===== src/rtl/csa_serial_sub_if.sv =====
// ----------------------------------------------------------------------------
// csa_serial_sub_if
//   Bundles the request/response signals of the serial carry-select
//   subtractor so the controlling datapath and the subtractor share a single
//   connection.
//
//   Signals
//     start  request, sampled by the subtractor only when it is idle/done
//     A      minuend     (WIDTH bits)
//     B      subtrahend  (WIDTH bits)
//     Bin    borrow in
//     busy   subtractor is running
//     done   one-cycle pulse, D/Bout valid
//     D      difference modulo 2^WIDTH
//     Bout   borrow out (A < B + Bin, unsigned)
//     V      two's-complement overflow (only with CSA_SUB_OVF_EN defined)
//
//   Modports
//     master  controlling datapath (drives the request side)
//     slave   subtractor           (drives the response side)
// ----------------------------------------------------------------------------
interface csa_serial_sub_if #(
   parameter int WIDTH = 16
);
   logic             start;
   logic [WIDTH-1:0] A;
   logic [WIDTH-1:0] B;
   logic             Bin;
   logic             busy;
   logic             done;
   logic [WIDTH-1:0] D;
   logic             Bout;
`ifdef CSA_SUB_OVF_EN
   logic             V;

   modport master (
      output start, A, B, Bin,
      input  busy, done, D, Bout, V
   );

   modport slave (
      input  start, A, B, Bin,
      output busy, done, D, Bout, V
   );
`else
   modport master (
      output start, A, B, Bin,
      input  busy, done, D, Bout
   );

   modport slave (
      input  start, A, B, Bin,
      output busy, done, D, Bout
   );
`endif
endinterface


===== src/rtl/csa_serial_sub.sv =====
// ----------------------------------------------------------------------------
// csa_serial_sub
//   Multi-cycle subtractor D = A - B - Bin. The operands are consumed DIGIT
//   bits per clock, least significant slice first. Each slice is computed in
//   carry-select form: both the borrow-in=0 and borrow-in=1 differences are
//   formed and the registered borrow from the previous slice picks one. A
//   WIDTH=16 / DIGIT=4 instance produces one result every 5 cycles.
//
//   Parameters
//     WIDTH  operand/result width, must be a multiple of DIGIT
//     DIGIT  bits processed per clock (N = WIDTH/DIGIT slices, N=1 is legal)
//
//   Ports
//     clk    rising-edge clock
//     rst    asynchronous, active-high reset; aborts any operation in flight
//     bus    csa_serial_sub_if.slave:
//              start/A/B/Bin in, busy/done/D/Bout out (+ V, see below)
//
//   Timing
//     start sampled in IDLE or DONE -> RUN for N cycles -> DONE for one
//     cycle (done=1). Holding start in DONE relatches and restarts without an
//     IDLE cycle. start during RUN is ignored. D/Bout hold the last result
//     until the next accepted start; partial slices show up in D during RUN.
//
//   Build option
//     CSA_SUB_OVF_EN  when defined, adds output V (two's-complement
//                     overflow), registered with the final slice and valid
//                     with done. When undefined there is no V logic.
// ----------------------------------------------------------------------------
module csa_serial_sub #(
   parameter int WIDTH = 16,
   parameter int DIGIT = 4
) (
   input  logic          clk,
   input  logic          rst,
   csa_serial_sub_if.slave bus
);

   localparam int N     = WIDTH / DIGIT;
   // A 1-bit counter is kept even for N=1 so the slice index is never empty.
   localparam int CNT_W = (N > 1) ? $clog2(N) : 1;
   localparam logic [CNT_W-1:0] CNT_LAST = CNT_W'(N - 1);

   typedef enum logic [1:0] {
      S_IDLE = 2'd0,
      S_RUN  = 2'd1,
      S_DONE = 2'd2
   } state_t;

   state_t           state_q, state_d;
   logic [CNT_W-1:0] cnt_q,   cnt_d;
   logic [WIDTH-1:0] a_q,     a_d;
   logic [WIDTH-1:0] b_q,     b_d;
   logic [WIDTH-1:0] d_q,     d_d;
   logic             brw_q,   brw_d;
   logic             bout_q,  bout_d;
`ifdef CSA_SUB_OVF_EN
   logic             v_q,     v_d;
`endif

   logic [DIGIT-1:0] a_s;
   logic [DIGIT-1:0] b_s;
   logic [DIGIT:0]   dif0;
   logic [DIGIT:0]   dif1;
   logic [DIGIT:0]   dif_sel;
   logic             accept;

   // One slice difference a - b - bin, one bit wider than the slice; the MSB
   // is the borrow out of the slice (the true result lies in [-2^DIGIT, 2^DIGIT)).
   function automatic logic [DIGIT:0] slice_sub(
      input logic [DIGIT-1:0] a,
      input logic [DIGIT-1:0] b,
      input logic             bin
   );
      slice_sub = {1'b0, a} - {1'b0, b} - {{DIGIT{1'b0}}, bin};
   endfunction

   // ---- slice datapath: carry-select between borrow-in 0 and 1 ----
   always_comb begin
      a_s     = a_q[int'(cnt_q)*DIGIT +: DIGIT];
      b_s     = b_q[int'(cnt_q)*DIGIT +: DIGIT];
      dif0    = slice_sub(a_s, b_s, 1'b0);
      dif1    = slice_sub(a_s, b_s, 1'b1);
      dif_sel = brw_q ? dif1 : dif0;
   end

   // A request is honoured only when no operation is in flight.
   assign accept = bus.start && ((state_q == S_IDLE) || (state_q == S_DONE));

   // ---- next-state / control ----
   always_comb begin
      state_d = state_q;
      cnt_d   = cnt_q;
      a_d     = a_q;
      b_d     = b_q;
      d_d     = d_q;
      brw_d   = brw_q;
      bout_d  = bout_q;
`ifdef CSA_SUB_OVF_EN
      v_d     = v_q;
`endif

      case (state_q)
         S_IDLE, S_DONE: begin
            if (accept) begin
               a_d     = bus.A;
               b_d     = bus.B;
               brw_d   = bus.Bin;
               cnt_d   = '0;
               state_d = S_RUN;
            end else begin
               state_d = S_IDLE;
            end
         end

         S_RUN: begin
            d_d[int'(cnt_q)*DIGIT +: DIGIT] = dif_sel[DIGIT-1:0];
            brw_d = dif_sel[DIGIT];
            if (cnt_q == CNT_LAST) begin
               // Final (most significant) slice: the borrow is the result
               // borrow and the slice MSB is the result sign bit.
               cnt_d   = '0;
               bout_d  = dif_sel[DIGIT];
`ifdef CSA_SUB_OVF_EN
               v_d     = (a_q[WIDTH-1] != b_q[WIDTH-1]) &&
                         (dif_sel[DIGIT-1] != a_q[WIDTH-1]);
`endif
               state_d = S_DONE;
            end else begin
               cnt_d = cnt_q + CNT_W'(1);
            end
         end

         default: begin
            state_d = S_IDLE;
         end
      endcase
   end

   // ---- registers ----
   always_ff @(posedge clk or posedge rst) begin
      if (rst) begin
         state_q <= S_IDLE;
         cnt_q   <= '0;
         a_q     <= '0;
         b_q     <= '0;
         d_q     <= '0;
         brw_q   <= 1'b0;
         bout_q  <= 1'b0;
`ifdef CSA_SUB_OVF_EN
         v_q     <= 1'b0;
`endif
      end else begin
         state_q <= state_d;
         cnt_q   <= cnt_d;
         a_q     <= a_d;
         b_q     <= b_d;
         d_q     <= d_d;
         brw_q   <= brw_d;
         bout_q  <= bout_d;
`ifdef CSA_SUB_OVF_EN
         v_q     <= v_d;
`endif
      end
   end

   // ---- outputs ----
   assign bus.busy = (state_q == S_RUN);
   assign bus.done = (state_q == S_DONE);
   assign bus.D    = d_q;
   assign bus.Bout = bout_q;
`ifdef CSA_SUB_OVF_EN
   assign bus.V    = v_q;
`endif

endmodule


===== src/flat_wrapper.sv =====
// flat-port wrapper written by rule: the top's interface ports become plain ports
module csa_serial_sub_flat 
#(
   parameter int WIDTH = 16,
   parameter int DIGIT = 4
)
  (clk, rst, bus_start, bus_A, bus_B, bus_Bin, bus_busy, bus_done, bus_D, bus_Bout);
  csa_serial_sub_if #(.WIDTH(WIDTH)) bus_i ();
  input  logic clk;
  input  logic rst;
  input wire logic [$bits(bus_i.start)-1:0] bus_start;
  input wire logic [$bits(bus_i.A)-1:0] bus_A;
  input wire logic [$bits(bus_i.B)-1:0] bus_B;
  input wire logic [$bits(bus_i.Bin)-1:0] bus_Bin;
  output wire logic [$bits(bus_i.busy)-1:0] bus_busy;
  output wire logic [$bits(bus_i.done)-1:0] bus_done;
  output wire logic [$bits(bus_i.D)-1:0] bus_D;
  output wire logic [$bits(bus_i.Bout)-1:0] bus_Bout;
  assign bus_i.start = bus_start;
  assign bus_i.A = bus_A;
  assign bus_i.B = bus_B;
  assign bus_i.Bin = bus_Bin;
  assign bus_busy = bus_i.busy;
  assign bus_done = bus_i.done;
  assign bus_D = bus_i.D;
  assign bus_Bout = bus_i.Bout;
  csa_serial_sub #(.WIDTH(WIDTH), .DIGIT(DIGIT)) u_core (.clk(clk), .rst(rst), .bus(bus_i));
endmodule

===== config.mk =====
export PLATFORM = sky130hd
export DESIGN_NAME = csa_serial_sub_flat
export DESIGN_NICKNAME = d
export VERILOG_FILES = /design/src/rtl/csa_serial_sub_if.sv /design/src/rtl/csa_serial_sub.sv /design/src/flat_wrapper.sv
export SDC_FILE = /design/constraint.sdc
export NUM_CORES = 1
export LEC_CHECK = 0
export BUFFER_PORTS_ARGS = -buffer_cell sky130_fd_sc_hd__buf_2
export CORE_AREA = 2 2 75 77
export CTS_CLUSTER_DIAMETER = 80
export DETAILED_ROUTE_END_ITERATION = 10
export DIE_AREA = 0 0 77 79
export GPL_ROUTABILITY_DRIVEN = 0
export PLACE_DENSITY_LB_ADDON = 0.2
export SLEW_MARGIN = 10
export SYNTH_ARGS = -nofsm -noshare
export SYNTH_HDL_FRONTEND = slang
export SYNTH_SLANG_ARGS = --single-unit

===== constraint.sdc =====
create_clock -name clk -period 3 [get_ports clk]
set_input_delay 0.6 -clock clk [delete_from_list [all_inputs] [get_ports clk]]
set_output_delay 0.6 -clock clk [all_outputs]
set_load 0.05 [all_outputs]

==> flow_summary.rst, run 1 <==
.. list-table::
   :header-rows: 1

   * - Metric
     - Value
   * - Status
     - complete, no violations
   * - Proportion of layout cells with a drive suffix above 1
     - 0.414
   * - Share of flip-flops with an asynchronous set or reset after synthesis
     - 1.00
   * - Number of standard-cell rows in the floorplan
     - 27
   * - Warning count from the yosys run
     - 0
   * - Global-route wire length before repair
     - 8030 um
   * - Standard cell core area
     - 0.00534 sq mm
   * - HPWL after detailed placement
     - 3670 um
   * - Largest cells by area after synthesis
     - dfrtp_1 (52%), mux2_2 (14%), ha_1 (5.3%), mux4_2 (5.2%), nand2_1 (3.6%)
   * - Share of the clock period used by the worst path after layout
     - 0.917
   * - Count of antenna-violating nets left after detailed routing
     - 0
   * - Number of vias in the routed layout
     - approximately 1700
   * - Max-capacitance violation count
     - 0
   * - Number of max-slew violations in the final report
     - 0
   * - Clock root buffer
     - clkbuf_8
   * - Inserted Clock Buffers
     - 5
   * - Crit Path Category
     - reg2reg
   * - Area delta synth->final
     - 16.7%
   * - Final setup TNS
     - 0 ps
   * - Flip-flop and latch count after synthesis
     - 54
   * - Multi-input logic area
     - 0.00114 sq mm
   * - Total setup violations reported at the end of the flow
     - 0
   * - Register area share after synthesis
     - 0.524
   * - Number of design rule violations left after detail routing
     - 0
   * - Slowest cell on the critical path
     - mux4_2
   * - Cts-stage hold buffer count
     - 0
   * - R2r startpoint
     - u_core.cnt_q[1]
   * - Number of antenna violations at the first check in global routing
     - 0
   * - Worst rel slew slack
     - 0.687
   * - CP Capture Type
     - register
   * - Final wirelength
     - 4760 um
   * - Largest incremental delay on the critical path
     - roughly 550 ps
   * - Largest net degree at the start of global routing
     - 36
   * - Arrival time of the worst setup path
     - approximately 3000 ps
   * - Average cell area after synthesis
     - 12.8 sq um
   * - Number of global-route vias before repair
     - 1669
   * - Total grt overflow
     - 0
   * - Cells along the critical path
     - mux4_2, ha_1, inv_1, fa_1, inv_1, ha_1, nand2_1, nor3_1, mux2i_1, xor2_1, o21ai_0
   * - CTS tree
     - done
   * - Die Ht
     - approximately 79 um
   * - Deepest level of the CTS H-tree
     - 2
   * - Post-synthesis cell area
     - 0.00258 sq mm
   * - Via density per instance
     - 5.15
   * - Number of cell instances on the worst register-to-register path
     - 11
   * - FF/Latch Area
     - around 0.0014 sq mm
   * - Clock insertion delay at the later pin of the skew report
     - around 310 ps
   * - Post-CTS setup buffer count
     - 0
   * - Most frequent cells after synthesis
     - dfrtp_1 (54), mux2_2 (32), nand2_1 (25)
   * - Number of inserted diodes
     - 0
   * - Overall die width
     - 77 um
   * - CTS Buffer Depth
     - 2
   * - Average detailed-routed wire length per instance
     - 14.3 um
   * - Total of cells resized after clock tree synthesis
     - 0
   * - EDFF count, synth
     - 0
   * - Timing startpoint of the critical path
     - u_core.cnt_q[1]
   * - Fin crit period
     - 2750 ps
   * - Yosys top cell area share
     - 0.524
   * - Number of detailed-route iterations in the first pass
     - 4
   * - Post-synth top flop
     - dfrtp_1
   * - Number of hold violations in the final report
     - 0
   * - Count of clock tree sinks
     - 54
   * - Layout Skew
     - around 5.7 ps
   * - Type of the worst min-delay path
     - in2async
   * - Initial standard-cell utilization of the core
     - 0.484
   * - Mapped Cells
     - 202
   * - Fillcell total
     - between 400 and 500
   * - Critical path fanouts, max
     - 7
   * - Capture instance of the worst register-to-register path
     - u_core.brw_q
   * - Count leader, synth
     - dfrtp_1
   * - Number of DRC violations after detailed-routing iteration 0
     - 63
   * - Total die area
     - about 0.006 sq mm
   * - Unrepaired setup endpoints after global routing
     - no
   * - Syn_nets
     - 250
   * - Yosys cell types
     - 36
   * - Number of nets in the layout
     - 309
   * - Top cell type by total area after synthesis
     - dfrtp_1
   * - Overall routing resource usage
     - 0.172
   * - Required time of the critical path
     - 3190 ps
   * - Worst Setup Start Kind
     - register
   * - Flop-to-flop setup slack
     - 250 ps
   * - Boundary pin count
     - 55
   * - Top achievable clock speed
     - ~0.36 GHz
   * - Slew @ Worst Pin
     - approximately 470 ps
   * - Clock edge transition at the registers on the reported setup and hold paths
     - 90 ps
   * - Port buffer count
     - 54
-- metal layers --
layer  share of wire  global-route usage  vias up
met5               0                   0        -
met3           0.046              0.0432        5
met4           0.015              0.0589        0
met2            0.48               0.271       45
li1                -                   -      813
met1            0.46               0.234      852
-- flip-flops by register name, indices dropped and copies added (netlist names) --
name             count
u_core.brw_q         1
u_core.b_q          16
u_core.bus.Bout      1
u_core.bus.D        16
u_core.a_q          16
u_core.cnt_q         2
u_core.state_q       2
-- worst max-delay path by stage --
stage                           end  cells past startpoint
floorplan              u_core.brw_q                     12
global placement    u_core.bus.Bout                     11
detailed placement     u_core.brw_q                     11
CTS                    u_core.brw_q                     11
global route           u_core.brw_q                     11
finish                 u_core.brw_q                     11
-- final cells by class --
type,instances,area share
multi-input cells,130,0.380
flip-flops and latches,54,0.449
well taps,72,0.0299
repair buffers,59,0.102
clock buffers,7,0.0253
inverters,11,0.0137
-- metrics by stage --
step	utilization	setup slack, ps	instance area (sq um)	instances	hold slack [ps]
finish	0.564	249	3010	333	295
global placement	0.550	337	2940	326	458
detailed placement	0.550	220	2940	326	465
floorplan	-	325	2580	202	472
global route	0.564	73.6	3010	333	325
CTS	0.564	214	3010	333	314
-- cells by family (layout without fill, tap and decap cells) --
| group | Yosys count | count (layout) | synth area share |
|---|---|---|---|
| DFF | 54 | 54 | 0.524 |
| and+or+nand+nor | 45 | 45 | 0.0790 |
| muxes | 41 | 41 | 0.216 |
| AOI/OAI and AO/OA | 26 | 26 | 0.0601 |
| buffers and inverters | 18 | 77 | 0.0339 |
| adders and majority gates | 12 | 12 | 0.0611 |
| xor gates and xnor gates | 6 | 6 | 0.0262 |
-- critical path: cells and delay by family, from the launching register on --
family,cells,cell delay [ps]
compound gates,1,100
mux,2,650
simple gates,2,220
fa+ha+maj,3,810
flops,1,510
buf+inv,2,150
xor+xnor,1,200
-- cell usage in the layout (no fill, tap or decap), types with 3 or more instances in the layout --
cell | netlist | layout
mux2_2 | 32 | 32
nor2_1 | 6 | 6
inv_1 | 9 | 8
ha_1 | 11 | 11
dfrtp_1 | 54 | 54
buf_4 | 2 | 5
clkbuf_8 | 0 | 5
mux4_2 | 6 | 6
buf_2 | 3 | 54
nand2_1 | 25 | 25
xor2_1 | 3 | 3
o21ai_1 | 5 | 5
o21ai_0 | 14 | 14
Power of run 1 is left out: the tool's default activity adds up to more than one toggle a clock period on the data nets, which glitch-free logic cannot reach.
==> run 2: changes to the inputs <==
--- a/config.mk
+++ b/config.mk
@@ -7,6 +7,7 @@
 export LEC_CHECK = 0
 export BUFFER_PORTS_ARGS = -buffer_cell sky130_fd_sc_hd__buf_2
 export CORE_AREA = 2 2 75 77
+export CTS_BUF_LIST = sky130_fd_sc_hd__clkbuf_8
 export CTS_CLUSTER_DIAMETER = 80
 export DETAILED_ROUTE_END_ITERATION = 10
 export DIE_AREA = 0 0 77 79
==> flow_summary.rst, run 2 (synthesis gave the netlist of run 1 again) <==
.. list-table::
   :header-rows: 1

   * - Metric
     - Value
   * - Overall routing resource usage
     - 0.172 (unchanged)
   * - Standard cell core area
     - 0.00534 sq mm (unchanged)
   * - Slowest cell on the critical path
     - mux4_2 (unchanged)
   * - Area delta synth->final
     - 16.7% (unchanged)
   * - CTS tree
     - done (unchanged)
   * - Number of design rule violations left after detail routing
     - 0 (unchanged)
   * - Capture instance of the worst register-to-register path
     - u_core.brw_q (unchanged)
   * - Count of antenna-violating nets left after detailed routing
     - 0 (unchanged)
   * - CP Capture Type
     - register (unchanged)
   * - Clock root buffer
     - clkbuf_8 (unchanged)
   * - Number of standard-cell rows in the floorplan
     - 27 (unchanged)
   * - Layout Skew
     - 6.00 ps (was 5.74 ps)
   * - Unrepaired setup endpoints after global routing
     - no (unchanged)
   * - Number of max-slew violations in the final report
     - 0 (unchanged)
   * - Overall die width
     - 77 um (unchanged)
   * - Timing startpoint of the critical path
     - u_core.cnt_q[1] (unchanged)
   * - Share of the clock period used by the worst path after layout
     - 0.917 (about the same)
   * - Count of clock tree sinks
     - 54 (unchanged)
   * - Number of global-route vias before repair
     - 1669 (unchanged)
   * - Boundary pin count
     - 55 (unchanged)
   * - Status
     - complete, no violations (unchanged)
   * - Critical path fanouts, max
     - 7 (unchanged)
   * - Max-capacitance violation count
     - 0 (unchanged)
   * - Deepest level of the CTS H-tree
     - 2 (unchanged)
   * - Largest net degree at the start of global routing
     - 36 (unchanged)
   * - Total grt overflow
     - 0 (unchanged)
   * - Total setup violations reported at the end of the flow
     - 0 (unchanged)
   * - Top achievable clock speed
     - 0.363 GHz (about the same)
   * - Buffers and inverters on the worst path
     - 2 (unchanged)
   * - Number of nets in the layout
     - 309 (unchanged)
   * - Crit Path Category
     - reg2reg (unchanged)
   * - Number of inserted diodes
     - 0 (unchanged)
   * - Number of vias in the routed layout
     - 1715 (unchanged)
   * - R2r startpoint
     - u_core.cnt_q[1] (unchanged)
   * - CTS Buffer Depth
     - 2 (unchanged)
   * - Delay-heaviest family, CP
     - adder cells (unchanged)
   * - Smallest hold slack
     - 295 ps (about the same)
   * - Average detailed-routed wire length per instance
     - 14.3 um (about the same)
   * - Die Ht
     - 79 um (unchanged)
   * - Worst rel slew slack
     - 0.687 (about the same)
   * - Fillcell total
     - 482 (unchanged)
   * - Total of cells resized after clock tree synthesis
     - 0 (unchanged)
   * - Total die area
     - 0.00608 sq mm (unchanged)
   * - Final wirelength
     - 4760 um (about the same)
   * - Inserted Clock Buffers
     - 5 (unchanged)
   * - Via density per instance
     - 5.15 (unchanged)
   * - Number of detailed-route iterations in the first pass
     - 4 (unchanged)
   * - Cts-stage hold buffer count
     - 0 (unchanged)
   * - Type of the worst min-delay path
     - in2async (unchanged)
   * - Port buffer count
     - 54 (unchanged)
   * - Initial standard-cell utilization of the core
     - 0.484 (unchanged)
   * - Number of hold violations in the final report
     - 0 (unchanged)
   * - Proportion of layout cells with a drive suffix above 1
     - 0.414 (unchanged)
   * - Post-CTS setup buffer count
     - 0 (unchanged)
   * - Number of cell instances on the worst register-to-register path
     - 11 (unchanged)
   * - Required time of the critical path
     - 3190 ps (about the same)
   * - Clock edge transition at the registers on the reported setup and hold paths
     - 90 ps (about the same)
   * - Worst Setup Start Kind
     - register (unchanged)
   * - Largest incremental delay on the critical path
     - 550 ps (about the same)
   * - Clock insertion delay at the later pin of the skew report
     - 310 ps (about the same)
   * - Slew @ Worst Pin
     - 469 ps (about the same)
   * - Global-route wire length before repair
     - 8030 um (unchanged)
   * - Flop-to-flop setup slack
     - 250 ps (about the same)
   * - HPWL after detailed placement
     - 3670 um (unchanged)
   * - Fin crit period
     - 2750 ps (about the same)
   * - Arrival time of the worst setup path
     - 2940 ps (about the same)
   * - Cells along the critical path
     - mux4_2, ha_1, inv_1, fa_1, inv_1, ha_1, nand2_1, nor3_1, mux2i_1, xor2_1, o21ai_0 (unchanged)
   * - Number of antenna violations at the first check in global routing
     - 0 (unchanged)
   * - Number of DRC violations after detailed-routing iteration 0
     - 63 (unchanged)
   * - Commonest cells after routing, fill and taps aside
     - buf_2 (54), dfrtp_1 (54), mux2_2 (32) (unchanged)
   * - Final setup TNS
     - 0 ps (unchanged)
==> run 2: changes by cell type in the layout (fill, tap and decap cells not counted) <==
cell / change
clkbuf_1: -2
inv_1: +2
==> run 2: metal layers <==
layer | share of wire | up-vias | GRT usage
met5 | 0 | - | 0
met4 | 0.015 | 0 | 0.0589
met3 | 0.046 | 5 | 0.0432
met2 | 0.48 | 45 | 0.271
met1 | 0.46 | 852 | 0.234
li1 | - | 813 | -
==> run 2: how the worst max path moves through the flow <==
stage                       to  slack [ps]  cells after the start
2_1_floorplan     u_core.brw_q         330                     12
3_3_place_gp   u_core.bus.Bout         340                     11
3_5_place_dp      u_core.brw_q         220                     11
4_1_cts           u_core.brw_q         210                     11
5_1_grt           u_core.brw_q          70                     11
6_report          u_core.brw_q         250                     11
==> run 2: worst register-to-register path, cell delays in order (launching register included) <==
cell,delay [ps]
dfrtp_1,510
mux4_2,550
ha_1,200
inv_1,70
fa_1,450
inv_1,80
ha_1,160
nand2_1,80
nor3_1,140
mux2i_1,100
xor2_1,200
o21ai_0,100
==> run 2: layout make-up <==
class | instances | area, sq um | share of cell area
flip-flops and latches | 54 | 1350 | 0.449
multi-input cells | 130 | 1140 | 0.380
repair buffers | 59 | 308 | 0.102
well taps | 72 | 90.1 | 0.0299
clock buffers | 5 | 68.8 | 0.0229
inverters | 11 | 41.3 | 0.0137
clock inverters | 2 | 7.51 | 0.00249
==> run 2: through the flow <==
| stage | util | cells | area, sq um | worst slack (ps) |
|---|---|---|---|---|
| final | 0.564 | 333 | 3010 | 248 |
| after global routing | 0.564 | 333 | 3010 | 73.2 |
| after CTS | 0.564 | 333 | 3010 | 214 |
| after detailed placement | 0.550 | 326 | 2940 | 220 |
| after global placement | 0.550 | 326 | 2940 | 337 |
| after floorplan | - | 202 | 2580 | 325 |
Power of run 2 is left out for the same reason.
